File: src/rtl/mem_port_arbiter.sv
// Shares one fixed-latency memory port between instruction fetch and load/store.
// Only one transaction is in flight at a time. Ties are broken round-robin.
module mem_port_arbiter #(
  parameter int ADDR_W  = 32,
  parameter int DATA_W  = 32,
  parameter int MEM_LAT = 2
) (
  input  logic                clk,
  input  logic                rst,
  input  logic                if_req_valid,
  input  logic [ADDR_W-1:0]   if_req_addr,
  output logic                if_req_ready,
  output logic                if_rsp_valid,
  output logic [DATA_W-1:0]   if_rsp_data,
  input  logic                dm_req_valid,
  input  logic                dm_req_we,
  input  logic [ADDR_W-1:0]   dm_req_addr,
  input  logic [DATA_W-1:0]   dm_req_wdata,
  input  logic [DATA_W/8-1:0] dm_req_wmask,
  output logic                dm_req_ready,
  output logic                dm_rsp_valid,
  output logic [DATA_W-1:0]   dm_rsp_data,
  output logic                mem_en,
  output logic                mem_we,
  output logic [ADDR_W-1:0]   mem_addr,
  output logic [DATA_W-1:0]   mem_wdata,
  output logic [DATA_W/8-1:0] mem_wmask,
  input  logic [DATA_W-1:0]   mem_rdata
);

  typedef enum logic {S_IDLE = 1'b0, S_WAIT = 1'b1} state_t;

  localparam logic       GNT_IF = 1'b0;
  localparam logic       GNT_DM = 1'b1;
  localparam logic [3:0] LAT_M1 = 4'(MEM_LAT - 1);

  state_t              state_q, state_d;
  logic [3:0]          cnt_q, cnt_d;
  logic                last_grant_q, last_grant_d;
  logic                owner_q, owner_d;
  logic                op_we_q, op_we_d;
  logic                if_rsp_valid_q, if_rsp_valid_d;
  logic                dm_rsp_valid_q, dm_rsp_valid_d;
  logic [DATA_W-1:0]   if_rsp_data_q, if_rsp_data_d;
  logic [DATA_W-1:0]   dm_rsp_data_q, dm_rsp_data_d;
  logic                gnt_if_s, gnt_dm_s;

  // The requester that was not granted last wins a tie.
  always_comb begin
    gnt_if_s = if_req_valid & (~dm_req_valid | (last_grant_q == GNT_DM));
    gnt_dm_s = dm_req_valid & (~if_req_valid | (last_grant_q == GNT_IF));
  end

  // Next-state, memory strobe and handshake decode.
  always_comb begin
    state_d        = state_q;
    cnt_d          = cnt_q;
    last_grant_d   = last_grant_q;
    owner_d        = owner_q;
    op_we_d        = op_we_q;
    if_rsp_valid_d = 1'b0;
    dm_rsp_valid_d = 1'b0;
    if_rsp_data_d  = if_rsp_data_q;
    dm_rsp_data_d  = dm_rsp_data_q;
    if_req_ready   = 1'b0;
    dm_req_ready   = 1'b0;
    mem_en         = 1'b0;
    mem_we         = 1'b0;
    mem_addr       = {ADDR_W{1'b0}};
    mem_wdata      = {DATA_W{1'b0}};
    mem_wmask      = {(DATA_W/8){1'b0}};

    if (rst) begin
      case (state_q)
        S_IDLE: begin
          if (gnt_if_s) begin
            if_req_ready = 1'b1;
            mem_en       = 1'b1;
            mem_addr     = if_req_addr;
            owner_d      = GNT_IF;
            op_we_d      = 1'b0;
            last_grant_d = GNT_IF;
            cnt_d        = LAT_M1;
            state_d      = S_WAIT;
          end else if (gnt_dm_s) begin
            dm_req_ready = 1'b1;
            mem_en       = 1'b1;
            mem_we       = dm_req_we;
            mem_addr     = dm_req_addr;
            mem_wdata    = dm_req_wdata;
            mem_wmask    = dm_req_wmask;
            owner_d      = GNT_DM;
            op_we_d      = dm_req_we;
            last_grant_d = GNT_DM;
            cnt_d        = LAT_M1;
            state_d      = S_WAIT;
          end else begin
            state_d = S_IDLE;
          end
        end
        S_WAIT: begin
          if (cnt_q == 4'd0) begin
            state_d = S_IDLE;
            if (owner_q == GNT_IF) begin
              if_rsp_valid_d = 1'b1;
              if_rsp_data_d  = mem_rdata;
            end else begin
              dm_rsp_valid_d = 1'b1;
              dm_rsp_data_d  = op_we_q ? {DATA_W{1'b0}} : mem_rdata;
            end
          end else begin
            cnt_d = cnt_q - 4'd1;
          end
        end
        default: begin
          state_d = S_IDLE;
        end
      endcase
    end else begin
      state_d = S_IDLE;
    end
  end

  // State and response registers; a reset in WAIT drops the transaction.
  always_ff @(posedge clk) begin
    if (!rst) begin
      state_q        <= S_IDLE;
      cnt_q          <= 4'd0;
      last_grant_q   <= GNT_DM;
      owner_q        <= GNT_IF;
      op_we_q        <= 1'b0;
      if_rsp_valid_q <= 1'b0;
      dm_rsp_valid_q <= 1'b0;
      if_rsp_data_q  <= {DATA_W{1'b0}};
      dm_rsp_data_q  <= {DATA_W{1'b0}};
    end else begin
      state_q        <= state_d;
      cnt_q          <= cnt_d;
      last_grant_q   <= last_grant_d;
      owner_q        <= owner_d;
      op_we_q        <= op_we_d;
      if_rsp_valid_q <= if_rsp_valid_d;
      dm_rsp_valid_q <= dm_rsp_valid_d;
      if_rsp_data_q  <= if_rsp_data_d;
      dm_rsp_data_q  <= dm_rsp_data_d;
    end
  end

  assign if_rsp_valid = if_rsp_valid_q;
  assign if_rsp_data  = if_rsp_data_q;
  assign dm_rsp_valid = dm_rsp_valid_q;
  assign dm_rsp_data  = dm_rsp_data_q;

endmodule

File: config.mk
export PLATFORM = sky130hd
export DESIGN_NAME = mem_port_arbiter
export DESIGN_NICKNAME = d
export VERILOG_FILES = /design/src/rtl/mem_port_arbiter.sv
export SDC_FILE = /design/constraint.sdc
export NUM_CORES = 1
export LEC_CHECK = 0
export BUFFER_PORTS_ARGS = -buffer_cell sky130_fd_sc_hd__buf_2
export CAP_MARGIN = 0
export CORE_AREA = 2 2 105 107
export DETAILED_ROUTE_END_ITERATION = 10
export DIE_AREA = 0 0 107 109
export GPL_ROUTABILITY_DRIVEN = 0
export PLACE_DENSITY = 0.83
export SYNTH_ARGS = -nofsm -noshare
export SYNTH_HDL_FRONTEND = slang
export SYNTH_SLANG_ARGS = --single-unit
export TNS_END_PERCENT = 30
File: constraint.sdc
create_clock -name clk -period 2.5 [get_ports clk]
set_input_delay 0.25 -clock clk [delete_from_list [all_inputs] [get_ports clk]]
set_output_delay 0.25 -clock clk [all_outputs]
set_load 0.02 [all_outputs]
Word level (Yosys, flattened, before mapping)
Index checks and enable logic that the tools add are counted.
{"block": "op_classes", "bitwise_logic": 9, "add_sub_neg": 1, "n_reduce_logical": 7, "n_eq_ne": 2, "muxes": 39}
{"operator": "$mux 32", "n": 9}
{"operator": "$mux 4", "n": 7}
{"operator": "$mux 1", "n": 21}
{"operator": "$reduce_and 3->1", "n": 3}
{"operator": "$pmux 4 s2", "n": 1}
{"operator": "$not 1->1", "n": 5}
{"operator": "$logic_not 4->1", "n": 1}
{"operator": "$reduce_and 2->1", "n": 2}
{"operator": "$sub 4x1->4 const B", "n": 1}
{"operator": "$ne 3x3->1 const B", "n": 1}
{"operator": "$and 1x1->1", "n": 2}
{"operator": "$ne 2x2->1 const B", "n": 1}
{"operator": "$or 1x1->1", "n": 2}
{"operator": "$pmux 1 s2", "n": 1}
{"operator": "$reduce_bool 2->1", "n": 1}
{"block": "word_totals", "out_inout_bits": 138, "regBits": 74, "word_cells": 67, "in_bits": 137}

Depth between registers and ports, before layout
{"block": "depth", "ltp_word": 7, "ltp_mapped": 7, "ltp_nobuf": 5}

Least setup slack after synthesis
No wires, ideal clock.
{"block": "synth_timing", "path_type": "reg-to-output", "startpoint": "reg state_q", "endpoint": "out mem_wdata[26]", "t_arrival_ns": 1.352, "path_buffers": 1, "required_ns": 2.250, "path_slack_ns": 0.898, "path_stages_with_launch": 5, "path_cell_list": "dfxtp_1 > nand3b_1 > a21oi_2 > clkbuf_1 > and2_1"}
{"block": "synth_between", "elab_chain_len": 2}
{"item": "start, declared", "line": "37", "source": "state_t state_q, state_d;"}
{"item": "start signal, assigned", "line": "137", "source": "state_q <= state_d;"}
{"item": "$mux 32", "line": "74", "source": "case (state_q)"}
{"item": "$mux 32", "line": "73", "source": "if (rst) begin"}
{"item": "end, declared", "line": "26", "source": "output logic [DATA_W-1:0] mem_wdata,"}
Every way passes these cells.

Worst setup path in the final report
{"block": "layout_timing", "startpoint": "reg state_q", "endpoint": "out mem_addr[27]"}
{"block": "layout_between", "elab_chain_len": 2}
{"item": "$mux 32", "line": "74"}
{"item": "$mux 32", "line": "73"}
{"item": "end, declared", "line": "25", "source": "output logic [ADDR_W-1:0] mem_addr,"}
Every way passes these cells.

==> flow_results.org <==
** Run
- Number of maximum-capacitance constraint violations :: 0

** Drt
- In the routed design, unresolved DRC markers number 0.
- Iteration-0 DRC count of the detailed router :: 225
- Via density per instance :: 4.75
- Count of vias placed by the detailed router :: 3,858
- For this block, wires on met1 add up to 5600 um.
- Sum of met3 wire segment lengths after detailed routing :: 1390 um
- WL/cell :: 15.3 um
- Final antenna-violating net count :: 0
- Number of optimization iterations in the first detailed-route pass :: 4
- Total wire length after detailed routing :: 12,500 um
- The highest metal layer carrying signal wires in the routed design is met4.
- WL met2 :: 5260 um

** Die
- Number of I/O pins :: 275
- Starting utilization of the core area :: 36.0%
- Number of placement rows :: 38
- The die is 109 um tall.
- The total area inside the core boundary comes to 10,600 um^2.
- Total die area :: 11,700 um^2
- The die is 107 um wide.

** Global routing
- The total overflow left after global routing is 0.
- Via count of the first global-routing pass :: 3,361
- Entering global routing, the biggest net connects 94 pins.
- Number of antenna violations at the first check in global routing :: 1
- In the global route stage, overall resource usage came out at 19.9%.
- Global-route wire length before repair :: 17,700 um

** Place
- Summing all placed instances gives a cell area of 5180 um^2.
- Input/output buffers :: 274
- HPWL reported at the end of detailed placement :: 9620 um
- The number of placed instances, taps included, is 796.

** Clock network
- The root buffer cell chosen for the clock tree is sky130_fd_sc_hd__clkbuf_8.
- Clock-pin slew on the worst setup and hold paths :: 0.08 ns
- Maximum count of clock buffers along a single path :: 2
- Hold Buf Count CTS :: 0
- For this design, the sink count on the clock tree is 74.
- CTS tree :: built
- Clock H-tree levels :: 3
- Source-to-sink clock delay at the later pin of the worst-skew pair :: 0.35 ns
- Post-CTS timing repair inserted 0 buffers for setup.
- In this run, CTS created clock tree buffers numbering 9.
- Resize count post-CTS :: 0

** Layout
- The area growth from synthesis to layout is 41.2%.
- The final layout contains 806 nets.
- Ratio of cells with drive above 1 in the final layout :: 45.7%
- Leaving out filler cells and counting taps, the final layout contains 813.
- Summing all non-filler instances in the final layout gives an area of 5390 um^2.
- Area occupied by multi-input gates :: 2040 um^2
- Fill cells in the final layout number 1,003.
- The sequential cells in the finished layout cover a total of 1480 um^2.

** Setup path
- Data on the critical path is required at its endpoint by 2.25 ns.
- Critical path endpoint category :: output pin
- Critical Path Start Type :: flop
- Tracing the worst setup path back leads to its startpoint at state_q$_SDFF_PN0_.
- Startpoint of the worst register-to-register path :: state_q$_SDFF_PN0_
- The setup path with the least slack is of type reg -> out.
- Highest net fanout along the worst path :: 60
- Data arrives at the worst endpoint at 1.97 ns.

** STA
- Max Transition Viols Final :: 0
- Pin slew with the least headroom to its limit :: 0.959 ns
- Share of the clock period used by the worst path after layout :: 88.8%
- Sum Neg Setup Slack :: 0 ns
- Final hold viol count :: 0
- The worst pin sits at a relative slew slack of 36.0%.
- Setup-failing EPs final :: 0
- Maximum achievable frequency :: 0.451 GHz
- Unrepaired setup endpoints after global routing :: no
- Worst clock skew :: 0.0101 ns
- Final critical delay including setup and external delays :: 2.22 ns

** Synth
- In this run, synthesis inferred 0 flip-flops with an integrated enable.
- Library cell occupying the most area in the post-synthesis netlist :: sky130_fd_sc_hd__dfxtp_1
- Post-synth top cells :: sky130_fd_sc_hd__nand2_1, sky130_fd_sc_hd__dfxtp_1, sky130_fd_sc_hd__mux2i_1
- Summed instance area of the synthesized netlist :: 3810 um^2
- Most area-consuming cells after synthesis :: sky130_fd_sc_hd__dfxtp_1, sky130_fd_sc_hd__mux2i_1, sky130_fd_sc_hd__nand2_1
- For this run, asynchronously set or reset flops after synthesis account for 0%.
- Nets in the synthesized netlist :: 551
- Synthesis produced a netlist whose cell count is 412.
- Share of synthesized area occupied by flip-flops and latches :: 38.8%
- Counting flops and latches in the post-synthesis netlist gives 74.
- Unique cell type count in the Yosys netlist :: 35
- Top cell type's share of synthesized area :: 38.8%
- Yosys printed 0 warnings.
- Mean area per synthesized cell :: 9.26 um^2
- In the post-synthesis netlist, the cell with the most instances is sky130_fd_sc_hd__nand2_1.
- Top FF cell, synth :: sky130_fd_sc_hd__dfxtp_1

** Status
- The run finished with clean final reports.

** Power and ir drop
- After layout, the design draws a total of 2960 uW.
- Power spread over the standard cell area amounts to 550 nW/um^2.
- For this design the static power due to leakage is 0.00272 uW.
- VDD sags by at most 0.302 mV.

** Hold path
- The worst hold path begins at dm_req_we.
- The min-delay analysis places its worst path in the category in -> reg.
-- cell usage in the layout, fill, tap and decap left out, types with 2 or more instances in the layout --
| cell | count |
|---|---|
| sky130_fd_sc_hd__a31o_2 | 2 |
| sky130_fd_sc_hd__clkbuf_8 | 9 |
| sky130_fd_sc_hd__a22o_1 | 32 |
| sky130_fd_sc_hd__and2_1 | 38 |
| sky130_fd_sc_hd__mux2i_1 | 65 |
| sky130_fd_sc_hd__nand2b_1 | 3 |
| sky130_fd_sc_hd__nand3_1 | 2 |
| sky130_fd_sc_hd__nand2_1 | 99 |
| sky130_fd_sc_hd__buf_2 | 273 |
| sky130_fd_sc_hd__buf_4 | 5 |
| sky130_fd_sc_hd__clkinv_4 | 2 |
| sky130_fd_sc_hd__inv_1 | 3 |
| sky130_fd_sc_hd__inv_6 | 2 |
| sky130_fd_sc_hd__buf_12 | 3 |
| sky130_fd_sc_hd__a21oi_1 | 2 |
| sky130_fd_sc_hd__nand3b_1 | 33 |
| sky130_fd_sc_hd__nor2_1 | 2 |
| sky130_fd_sc_hd__ha_1 | 2 |
| sky130_fd_sc_hd__dfxtp_1 | 74 |
-- metal layers --
metal | up-vias | GRT usage (%)
li1 | 1915 | -
met1 | 1758 | 28.2
met2 | 168 | 26.9
met3 | 17 | 8.19
met4 | 0 | 6.59
met5 | - | 0
-- layout make-up --
cell class                 count  area share [%]
antenna                        1          0.0465
clock buffer                   9            2.30
clock inverter                 7            1.56
inverter                       4           0.279
multi-input combinational    297            37.9
sequential                    74            27.5
tap                          140            3.25
timing repair buffer         281            27.2
-- logic make-up (layout without fill, tap and decap cells) --
family | after synthesis | count (layout) | share of synthesized area (%)
AOI/OAI and AO/OA | 43 | 43 | 9.48
adders and majority gates | 2 | 2 | 0.656
buffers and inverters | 41 | 301 | 7.94
DFF | 74 | 74 | 38.8
muxes | 65 | 65 | 17.1
other | 0 | 1 | 0
and+or+nand+nor | 187 | 187 | 26.0
-- stage by stage --
step                      hold slack (ns)  setup WS, ns  utilization, %
after detailed placement            0.444         0.591            48.8
after floorplan                     0.376         0.898               -
after global routing                0.140         0.154            50.8
after CTS                           0.126         0.271            50.8
after global placement              0.439         0.654            48.8
final                               0.143         0.281            50.8
-- worst paths after layout --
check / endpoint / slack (ns) / cells after the start
hold / removal: op_we_q$_SDFFE_PN0P_ / 0.14 / 2
setup / recovery: mem_addr[27] / 0.28 / 5
setup reg to reg: if_rsp_data[20]$_SDFFE_PN0P_ / 0.56 / 4
hold reg to reg: dm_rsp_data[15]$_SDFFE_PN0P_ / 0.46 / 2
-- worst max-delay path, stage by stage, from the launching register on --
cell,delay [ns]
sky130_fd_sc_hd__dfxtp_1,0.43
sky130_fd_sc_hd__nand3b_1,0.25
sky130_fd_sc_hd__a21oi_4,0.30
sky130_fd_sc_hd__buf_12,0.27
sky130_fd_sc_hd__a22o_1,0.18
sky130_fd_sc_hd__buf_2,0.20
-- flip-flops by register name (all words and copies together) (netlist names) --
signal        cells
dm_rsp_data      32
if_rsp_data      32
dm_rsp_valid      1
if_rsp_valid      1
state_q           1
cnt_q             4
op_we_q           1
last_grant_q      1
owner_q           1
-- power breakdown --
part           internal, uW  total, uW  switching (uW)
registers              1240       1280            43.3
clock network           479        982             503
logic                   299        699             400
total                  2010       2960             946
Note: power is estimated with default switching activity, not from simulation.
